**src/rtl/axi_master.sv**
```systemverilog
// axi_master: single-outstanding AXI3-style INCR burst initiator.
//
// Takes one read or write command at a time from the cmd_* port. It then
// drives one AXI burst of 1-16 beats on a 32-bit bus and signals the end
// with a one-cycle done_valid pulse. Write beats come from the wd_* port,
// and read beats go out on the rd_* port. A burst always ends by beat
// count; the slave's rlast is never used to terminate it.
//
// Ports:
//   clk, rstn                 clock, asynchronous active-low reset
//   cmd_*                     command handshake and fields (addr/len/id/write)
//   wd_*                      write-data stream in (data, strobes, valid/ready)
//   rd_*                      read-data stream out (data, last, valid/ready)
//   done_*                    completion pulse with write flag, response, ID
//   lastchk_err               sticky flag: slave rlast disagreed with beat count
//   o_aw*/i_awready           AW channel
//   o_w*/i_wready             W channel
//   i_b*/o_bready             B channel (i_bid ignored)
//   o_ar*/i_arready           AR channel
//   i_r*/o_rready             R channel (i_rid ignored)
//
// Build option: define AXI_MASTER_LASTCHK_EN to check i_rlast on every read
// beat. A mismatch sets lastchk_err and forces that command's done_resp to
// SLVERR. Without the macro, i_rlast is ignored and lastchk_err stays 0.
module axi_master #(
  parameter int unsigned AXI_ID_WIDTH = 4
) (
  input  logic                    clk,
  input  logic                    rstn,
  // command port
  input  logic                    cmd_valid,
  output logic                    cmd_ready,
  input  logic                    cmd_write,
  input  logic [31:0]             cmd_addr,
  input  logic [3:0]              cmd_len,
  input  logic [AXI_ID_WIDTH-1:0] cmd_id,
  // write-data stream
  input  logic [31:0]             wd_data,
  input  logic [3:0]              wd_strb,
  input  logic                    wd_valid,
  output logic                    wd_ready,
  // read-data stream
  output logic [31:0]             rd_data,
  output logic                    rd_last,
  output logic                    rd_valid,
  input  logic                    rd_ready,
  // completion
  output logic                    done_valid,
  output logic                    done_write,
  output logic [1:0]              done_resp,
  output logic [AXI_ID_WIDTH-1:0] done_id,
  output logic                    lastchk_err,
  // AW channel
  output logic [31:0]             o_awaddr,
  output logic [AXI_ID_WIDTH-1:0] o_awid,
  output logic [3:0]              o_awlen,
  output logic                    o_awvalid,
  input  logic                    i_awready,
  // W channel
  output logic [31:0]             o_wdata,
  output logic [AXI_ID_WIDTH-1:0] o_wid,
  output logic [3:0]              o_wstrb,
  output logic                    o_wlast,
  output logic                    o_wvalid,
  input  logic                    i_wready,
  // B channel
  input  logic [1:0]              i_bresp,
  input  logic [AXI_ID_WIDTH-1:0] i_bid,
  input  logic                    i_bvalid,
  output logic                    o_bready,
  // AR channel
  output logic [31:0]             o_araddr,
  output logic [AXI_ID_WIDTH-1:0] o_arid,
  output logic [3:0]              o_arlen,
  output logic                    o_arvalid,
  input  logic                    i_arready,
  // R channel
  input  logic [31:0]             i_rdata,
  input  logic [AXI_ID_WIDTH-1:0] i_rid,
  input  logic [1:0]              i_rresp,
  input  logic                    i_rlast,
  input  logic                    i_rvalid,
  output logic                    o_rready
);

  localparam int unsigned ADDR_W = 32;
  localparam int unsigned LEN_W  = 4;
  localparam int unsigned RESP_W = 2;

  typedef enum logic [2:0] {
    S_IDLE, S_AW, S_W, S_B, S_AR, S_R, S_DONE
  } state_e;

  state_e                  state_q, state_d;
  logic [ADDR_W-1:0]       addr_q,  addr_d;
  logic [LEN_W-1:0]        len_q,   len_d;
  logic [AXI_ID_WIDTH-1:0] id_q,    id_d;
  logic                    write_q, write_d;
  logic [LEN_W-1:0]        cnt_q,   cnt_d;
  logic [RESP_W-1:0]       resp_q,  resp_d;
  logic                    lerr_q,  lerr_d;   // sticky rlast mismatch
  logic                    lbad_q,  lbad_d;   // mismatch seen in current command
  logic                    beat_last;

  // Slave-side IDs are not checked; this signal exists only to consume them.
  logic unused_inputs;
  assign unused_inputs = ^{i_bid, i_rid, i_rlast};

  assign beat_last = (cnt_q == len_q);

  // Command fields are held in registers for the whole burst.
  assign o_awaddr    = addr_q;
  assign o_awlen     = len_q;
  assign o_awid      = id_q;
  assign o_araddr    = addr_q;
  assign o_arlen     = len_q;
  assign o_arid      = id_q;
  assign o_wid       = id_q;
  assign done_write  = write_q;
  assign done_id     = id_q;
  assign done_resp   = lbad_q ? RESP_W'(2'b10) : resp_q;
  assign lastchk_err = lerr_q;

  // State register and command/beat bookkeeping.
  always_ff @(posedge clk or negedge rstn) begin
    if (!rstn) begin
      state_q <= S_IDLE;
      addr_q  <= '0;
      len_q   <= '0;
      id_q    <= '0;
      write_q <= 1'b0;
      cnt_q   <= '0;
      resp_q  <= '0;
      lerr_q  <= 1'b0;
      lbad_q  <= 1'b0;
    end else begin
      state_q <= state_d;
      addr_q  <= addr_d;
      len_q   <= len_d;
      id_q    <= id_d;
      write_q <= write_d;
      cnt_q   <= cnt_d;
      resp_q  <= resp_d;
      lerr_q  <= lerr_d;
      lbad_q  <= lbad_d;
    end
  end

  // Next-state and channel handshake decode.
  always_comb begin
    state_d    = state_q;
    addr_d     = addr_q;
    len_d      = len_q;
    id_d       = id_q;
    write_d    = write_q;
    cnt_d      = cnt_q;
    resp_d     = resp_q;
    lerr_d     = lerr_q;
    lbad_d     = lbad_q;
    cmd_ready  = 1'b0;
    o_awvalid  = 1'b0;
    o_wvalid   = 1'b0;
    o_wdata    = '0;
    o_wstrb    = '0;
    o_wlast    = 1'b0;
    wd_ready   = 1'b0;
    o_bready   = 1'b0;
    o_arvalid  = 1'b0;
    o_rready   = 1'b0;
    rd_valid   = 1'b0;
    rd_data    = '0;
    rd_last    = 1'b0;
    done_valid = 1'b0;

    case (state_q)
      S_IDLE: begin
        cmd_ready = 1'b1;
        if (cmd_valid) begin
          addr_d  = cmd_addr;
          len_d   = cmd_len;
          id_d    = cmd_id;
          write_d = cmd_write;
          cnt_d   = '0;
          resp_d  = '0;
          lbad_d  = 1'b0;
          state_d = cmd_write ? S_AW : S_AR;
        end
      end
      S_AW: begin
        o_awvalid = 1'b1;
        if (i_awready) state_d = S_W;
      end
      S_W: begin
        o_wvalid = wd_valid;
        wd_ready = i_wready;
        o_wdata  = wd_data;
        o_wstrb  = wd_strb;
        o_wlast  = beat_last;
        if (wd_valid && i_wready) begin
          cnt_d = cnt_q + LEN_W'(1);
          if (beat_last) state_d = S_B;
        end
      end
      S_B: begin
        o_bready = 1'b1;
        if (i_bvalid) begin
          resp_d  = i_bresp;
          state_d = S_DONE;
        end
      end
      S_AR: begin
        o_arvalid = 1'b1;
        if (i_arready) state_d = S_R;
      end
      S_R: begin
        rd_valid = i_rvalid;
        o_rready = rd_ready;
        rd_data  = i_rdata;
        rd_last  = beat_last;
        if (i_rvalid && rd_ready) begin
          cnt_d = cnt_q + LEN_W'(1);
          // Worst response across the burst is reported.
          if (i_rresp > resp_q) resp_d = i_rresp;
`ifdef AXI_MASTER_LASTCHK_EN
          if (i_rlast != beat_last) begin
            lerr_d = 1'b1;
            lbad_d = 1'b1;
          end
`endif
          if (beat_last) state_d = S_DONE;
        end
      end
      S_DONE: begin
        done_valid = 1'b1;
        state_d    = S_IDLE;
      end
      default: state_d = S_IDLE;
    endcase
  end

endmodule

```
**config.mk**
```make
export PLATFORM = sky130hd
export DESIGN_NAME = axi_master
export DESIGN_NICKNAME = d
export VERILOG_FILES = /design/src/rtl/axi_master.sv
export SDC_FILE = /design/constraint.sdc
export NUM_CORES = 1
export LEC_CHECK = 0
export ABC_CLOCK_PERIOD_IN_PS = 2050
export BUFFER_PORTS_ARGS = -buffer_cell sky130_fd_sc_hd__buf_4
export CORE_AREA = 5 5 113 115
export DETAILED_ROUTE_END_ITERATION = 8
export DIE_AREA = 0 0 118 120
export PLACE_DENSITY_LB_ADDON = 0.25
export SYNTH_ARGS = -nofsm -noshare
export SYNTH_HDL_FRONTEND = slang
export SYNTH_SLANG_ARGS = --single-unit
```
**constraint.sdc**
```tcl
create_clock -name clk -period 2.05 [get_ports clk]
set_input_delay 0.5125 -clock clk [delete_from_list [all_inputs] [get_ports clk]]
set_output_delay 0.5125 -clock clk [all_outputs]
set_load 0.03 [all_outputs]
```
After elaboration in Yosys (flattened, before gate mapping)
Cells that the tools add are included.
{"block": "word_totals", "register_bits": 50, "in_bits": 132, "output_inout_bits": 171, "elab_cells": 67}
{"block": "classes", "n_addsub": 1, "order_cmp": 1, "eq_ne": 16, "n_mux": 33, "n_reduce_logical": 9}
{"operator": "$mux 32", "n": 2}
{"operator": "$mux 3", "n": 9}
{"operator": "$ne 2x2->1 const B", "n": 9}
{"operator": "$pmux 3 s6", "n": 1}
{"operator": "$mux 4", "n": 4}
{"operator": "$pmux 4 s3", "n": 1}
{"operator": "$mux 1", "n": 11}
{"operator": "$eq 3x3->1 const B", "n": 3}
{"operator": "$mux 2", "n": 4}
{"operator": "$reduce_and 8->1", "n": 1}
{"operator": "$eq 3x2->1 const B", "n": 2}
{"operator": "$pmux 2 s3", "n": 1}
{"operator": "$reduce_bool 3->1", "n": 2}
{"operator": "$reduce_and 5->1", "n": 1}
{"operator": "$add 4x1->4 const B", "n": 1}
{"operator": "$eq 4x4->1", "n": 1}
{"operator": "$reduce_and 4->1", "n": 1}
{"operator": "$eq 3x1->1 const B", "n": 1}
{"operator": "$logic_not 3->1", "n": 1}
{"operator": "$gt 2x2->1", "n": 1}
{"operator": "$logic_and 1x1->1", "n": 2}
{"operator": "$reduce_and 2->1", "n": 1}

Depth between registers and ports, before layout
{"block": "logic_depth", "ltp_word": 4, "ltp_mapped": 7, "mapped_depth_nobuf": 7}

Worst setup path after synthesis
OpenSTA, ideal clock, no wires.
{"block": "synth_timing", "path_kind": "reg2out", "startpoint": "reg len_q[2], in the netlist o_arlen[2]", "endpoint": "out o_wlast", "arrival_time_ns": 1.768, "path_slack_ns": -0.230, "stages_incl_launch_ff": 4, "path_cell_list": "dfrtp_1 > xnor2_1 > nand4_1 > nor4_1"}
{"block": "synth_between", "elab_chain_cells": 2}
{"item": "start: declaration", "line_no": "96", "rtl": "logic [LEN_W-1:0] len_q, len_d;"}
{"item": "start signal: assignment", "line_no": "139", "rtl": "len_q <= len_d;"}
{"item": "$eq 4x4->1", "line_no": "109", "rtl": "assign beat_last = (cnt_q == len_q);"}
{"item": "$mux 1", "line_no": "175", "rtl": "case (state_q)"}
{"item": "end: declaration", "line_no": "63", "rtl": "output logic o_wlast,"}
No other way between the ends.

Final worst setup path
{"block": "layout_timing", "startpoint": "reg state_q[2]", "endpoint": "out o_wdata[31]"}
{"block": "layout_between", "elab_chain_cells": 2}
{"item": "start: declaration", "line_no": "94", "rtl": "state_e state_q, state_d;"}
{"item": "start signal: assignment", "line_no": "137", "rtl": "state_q <= state_d;"}
{"item": "$eq 3x2->1", "line_no": "175"}
{"item": "$mux 32", "line_no": "175"}
{"item": "end: declaration", "line_no": "60", "rtl": "output logic [31:0] o_wdata,"}
No other way between the ends.

==> metrics.md <==
| Metric | Value |
|---|---|
| Tcrit/Tclk final | `103.9%` |
| Worst skew pair latency | `slightly below 0.3 ns` |
| Die W | `118 um` |
| Max Clk Rate | `~0.47 GHz` |
| Setup Viol. Count Final | `35` |
| CTS sink count | `50` |
| Syn Nets | `between 400 and 500` |
| Max VDD drop | `about 1100 uV` |
| Initial core utilization | `about 27%` |
| P&R area growth vs syn | `89.34%` |
| Height of the chip | `around 120 um` |
| Crit. End Element | `output port` |
| Vias in the first global route | `roughly 3300` |
| Cell variety after synth | `39` |
| Mapped Area | `around 3100 sq um` |
| IO Port Bufs | `around 300` |
| Mapped Cells | `~310` |
| H-tree lvl count | `2` |
| Max-cap viol count | `0` |
| Post-route setup slack | `-0.07951 ns` |
| Clock transition at the registers of the reported paths | `around 0.060 ns` |
| HP Class | `primary input to async pin` |
| Ant. Diodes | `0` |
| Initial antenna violation count | `0` |
| Largest net degree at the start of global routing | `52` |
| GPL Wtd Cong | `0.8369` |
| Post-Layout Cell Count | `approximately 720` |
| TritonCTS buffer count | `5` |
| Worst EP arrival | `about 1.6 ns` |
| I/O Pins | `~300` |
| Fin crit period | `~2.1 ns` |
| Core footprint | `about 12000 sq um` |
| R2R Path Start | `state_q[1]` |
| Crit path largest cell delay | `0.41 ns` |
| Relative slew slack | `a little under three fifths` |
| Violated checks | `setup timing` |
| DR iter-0 viols | `74` |
| Pleak | `slightly above 0.003 uW` |
| # DRC | `0` |
| Fill count | `1049` |
| Unrepaired setup endpoints after global routing | `yes` |
| Crit path capture | `o_wdata[31]` |
| Number of routed nets with antenna violations | `0` |
| Slowest-stage cell, CP | `dfrtp_1` |
| Global-route wire length before repair | `about 18 mm` |
| Worst R2R Setup Slack | `~0.13 ns` |
| Layout cells sized above 1 | `a little under three quarters` |
| Wire length per cell | `between 15 and 20 um` |
| RR Endpoint | `resp_q[0]` |
| CTS tree | `yes` |
| Final Hold Fails | `0` |
| Avg Cell Area, Syn | `a little over 10 sq um` |
| Vias per cell | `approximately 4.6` |
| Yosys reg bits | `50` |
| CTS root buf | `clkbuf_16` |
| Placed Instances | `just under 700` |
| Yosys warns | `0` |
| Final Max Tran Viols | `0` |
| Total congestion overflow | `0` |
| Most numerous cell on the critical path | `buf_6` |
| Commonest cells after routing, fill and taps aside | `buf_4 (274), dfrtp_1 (49), buf_6 (45), mux2_2 (38), and2_1 (33)` |
| Top cells by area, synth | `dfrtp_1 (40%), mux2_2 (14%), buf_4 (12%)` |
| Vias | `3299` |
| DIE AREA | `around 14000 sq um` |
| Clock Skews | `0.002489 ns` |
| Post-synth top area share | `39.76%` |
| Startpoint types | `flop` |
| Crit path cell chain | `buf_6 > nor2_4 > buf_12 > clkbuf_16 > and3_1 > buf_6` |
| DRT Pass-1 Iters | `4` |
| Layout Nets | `709` |
| CTS Buffer Depth | `2` |
| Total Routing Usage GR | `about 15%` |
| Outcome | `finished, violations left` |
| Most common cell after layout, fill and taps aside | `buf_4` |
| PD cells | `1783 nW/um^2` |
| Total Wirelength | `roughly 13 mm` |
| Largest fanout on the critical path | `6` |
| WS Path Type | `flop to output port` |
| Least-Margin Pin Slew | `between 0.6 and 0.7 ns` |
| Row cnt | `40` |
| Required arrival time at the worst endpoint | `about 1.5 ns` |
| Worst Reg-to-Reg Cells | `7` |
| Post-DP HPWL | `~9 mm` |
| Register area share after synthesis | `about two fifths` |
| Minimum hold slack | `0.2474 ns` |
| Critical path launch point | `state_q[2]` |
| # hold bufs at CTS | `0` |
| Area leader, netlist | `dfrtp_1` |
-- routing by layer --
metal | up-vias | GRT usage, % | part of all wire (%)
met5 | - | 0 | 0
met4 | 0 | 4.588 | 1.8
met3 | 15 | 7.116 | 11
met2 | 173 | 28.96 | 53
met1 | 1570 | 15.05 | 35
li1 | 1541 | - | -
-- synth_stat cells (all sizes together) --
cell type,count
and3,40
nand4,2
a31oi,1
inv,5
nor3b,1
buf,58
a311oi,1
nand2,5
o211ai,2
o21ai,6
ha,3
nor2,8
or3,1
nand3b,1
mux2i,2
a21oi,4
nor4,1
nand3,3
mux2,43
clkbuf,11
o21a,1
nand2b,3
xnor2,6
and2,34
a22oi,1
and3b,1
nor3,8
a22o,1
o22ai,1
conb,1
dfrtp,50
-- final cells by class --
cell class / instances / area (sq um) / area share, %
Sequential cell: 50 / 1252 / 21.02
Inverter: 5 / 18.77 / 0.3150
Clock buffer: 7 / 132.6 / 2.226
Clock inverter: 1 / 30.03 / 0.5040
Multi-Input combinational cell: 183 / 1559 / 26.17
Timing Repair Buffer: 329 / 2781 / 46.68
Tap cell: 147 / 183.9 / 3.087
-- stage by stage --
stage | area, sq um | worst slack, ns | TNS [ns] | util, % | power, uW
after floorplan | 3153 | -0.008630 | -0.008630 | - | 6629
after global placement | 5114 | 0.1346 | 0 | 43.66 | 8469
after detailed placement | 5114 | 0.1364 | 0 | 43.66 | 8545
after CTS | 5548 | -0.08534 | -2.816 | 47.37 | 10020
after global routing | 5958 | -0.1699 | -4.851 | 50.88 | 11180
final | 5958 | -0.07951 | -1.621 | 50.88 | 10620
-- logic make-up after synthesis --
| group | count (synthesis) | synth area share [%] |
|---|---|---|
| buf+inv | 74 | 16.10 |
| xor+xnor | 6 | 1.670 |
| compound gates | 18 | 3.896 |
| flops | 50 | 39.76 |
| other cells | 1 | 0.1192 |
| mux | 45 | 16.14 |
| simple gates | 108 | 21.11 |
| fa+ha+maj | 3 | 1.193 |
-- power breakdown --
part	internal (uW)	switching [uW]	total [uW]
logic	3450	4370	7820
registers	1480	400	1880
clock network	577	345	922
-- worst min-delay path by stage --
| stage | end | cells after the start |
|---|---|---|
| after floorplan | cnt_q[0] | 0 |
| after global placement | done_write | 1 |
| after detailed placement | done_write | 1 |
| after CTS | o_araddr[1] | 1 |
| after global routing | o_araddr[8] | 1 |
| final | o_araddr[3] | 1 |
-- flip-flops by register name, indices dropped and copies added (netlist names) --
name        count
o_arlen         4
o_araddr       32
done_write      1
state_q         3
resp_q          2
cnt_q           4
done_id         4
-- worst max-delay path: cells and delay by family, from the launching register on --
kind	cells	cell delay (ns)
flops	1	0.41
simple gates	2	0.34
buf+inv	4	0.58
-- what timing repair did --
action	in CTS	in global routing
hold endpoints to repair	0	0
resized for setup	26	60
gates cloned	2	7
pin swaps	4	27
buffers inserted	17	8
setup endpoints to repair	75	68
(Power assumes the default switching activity.)
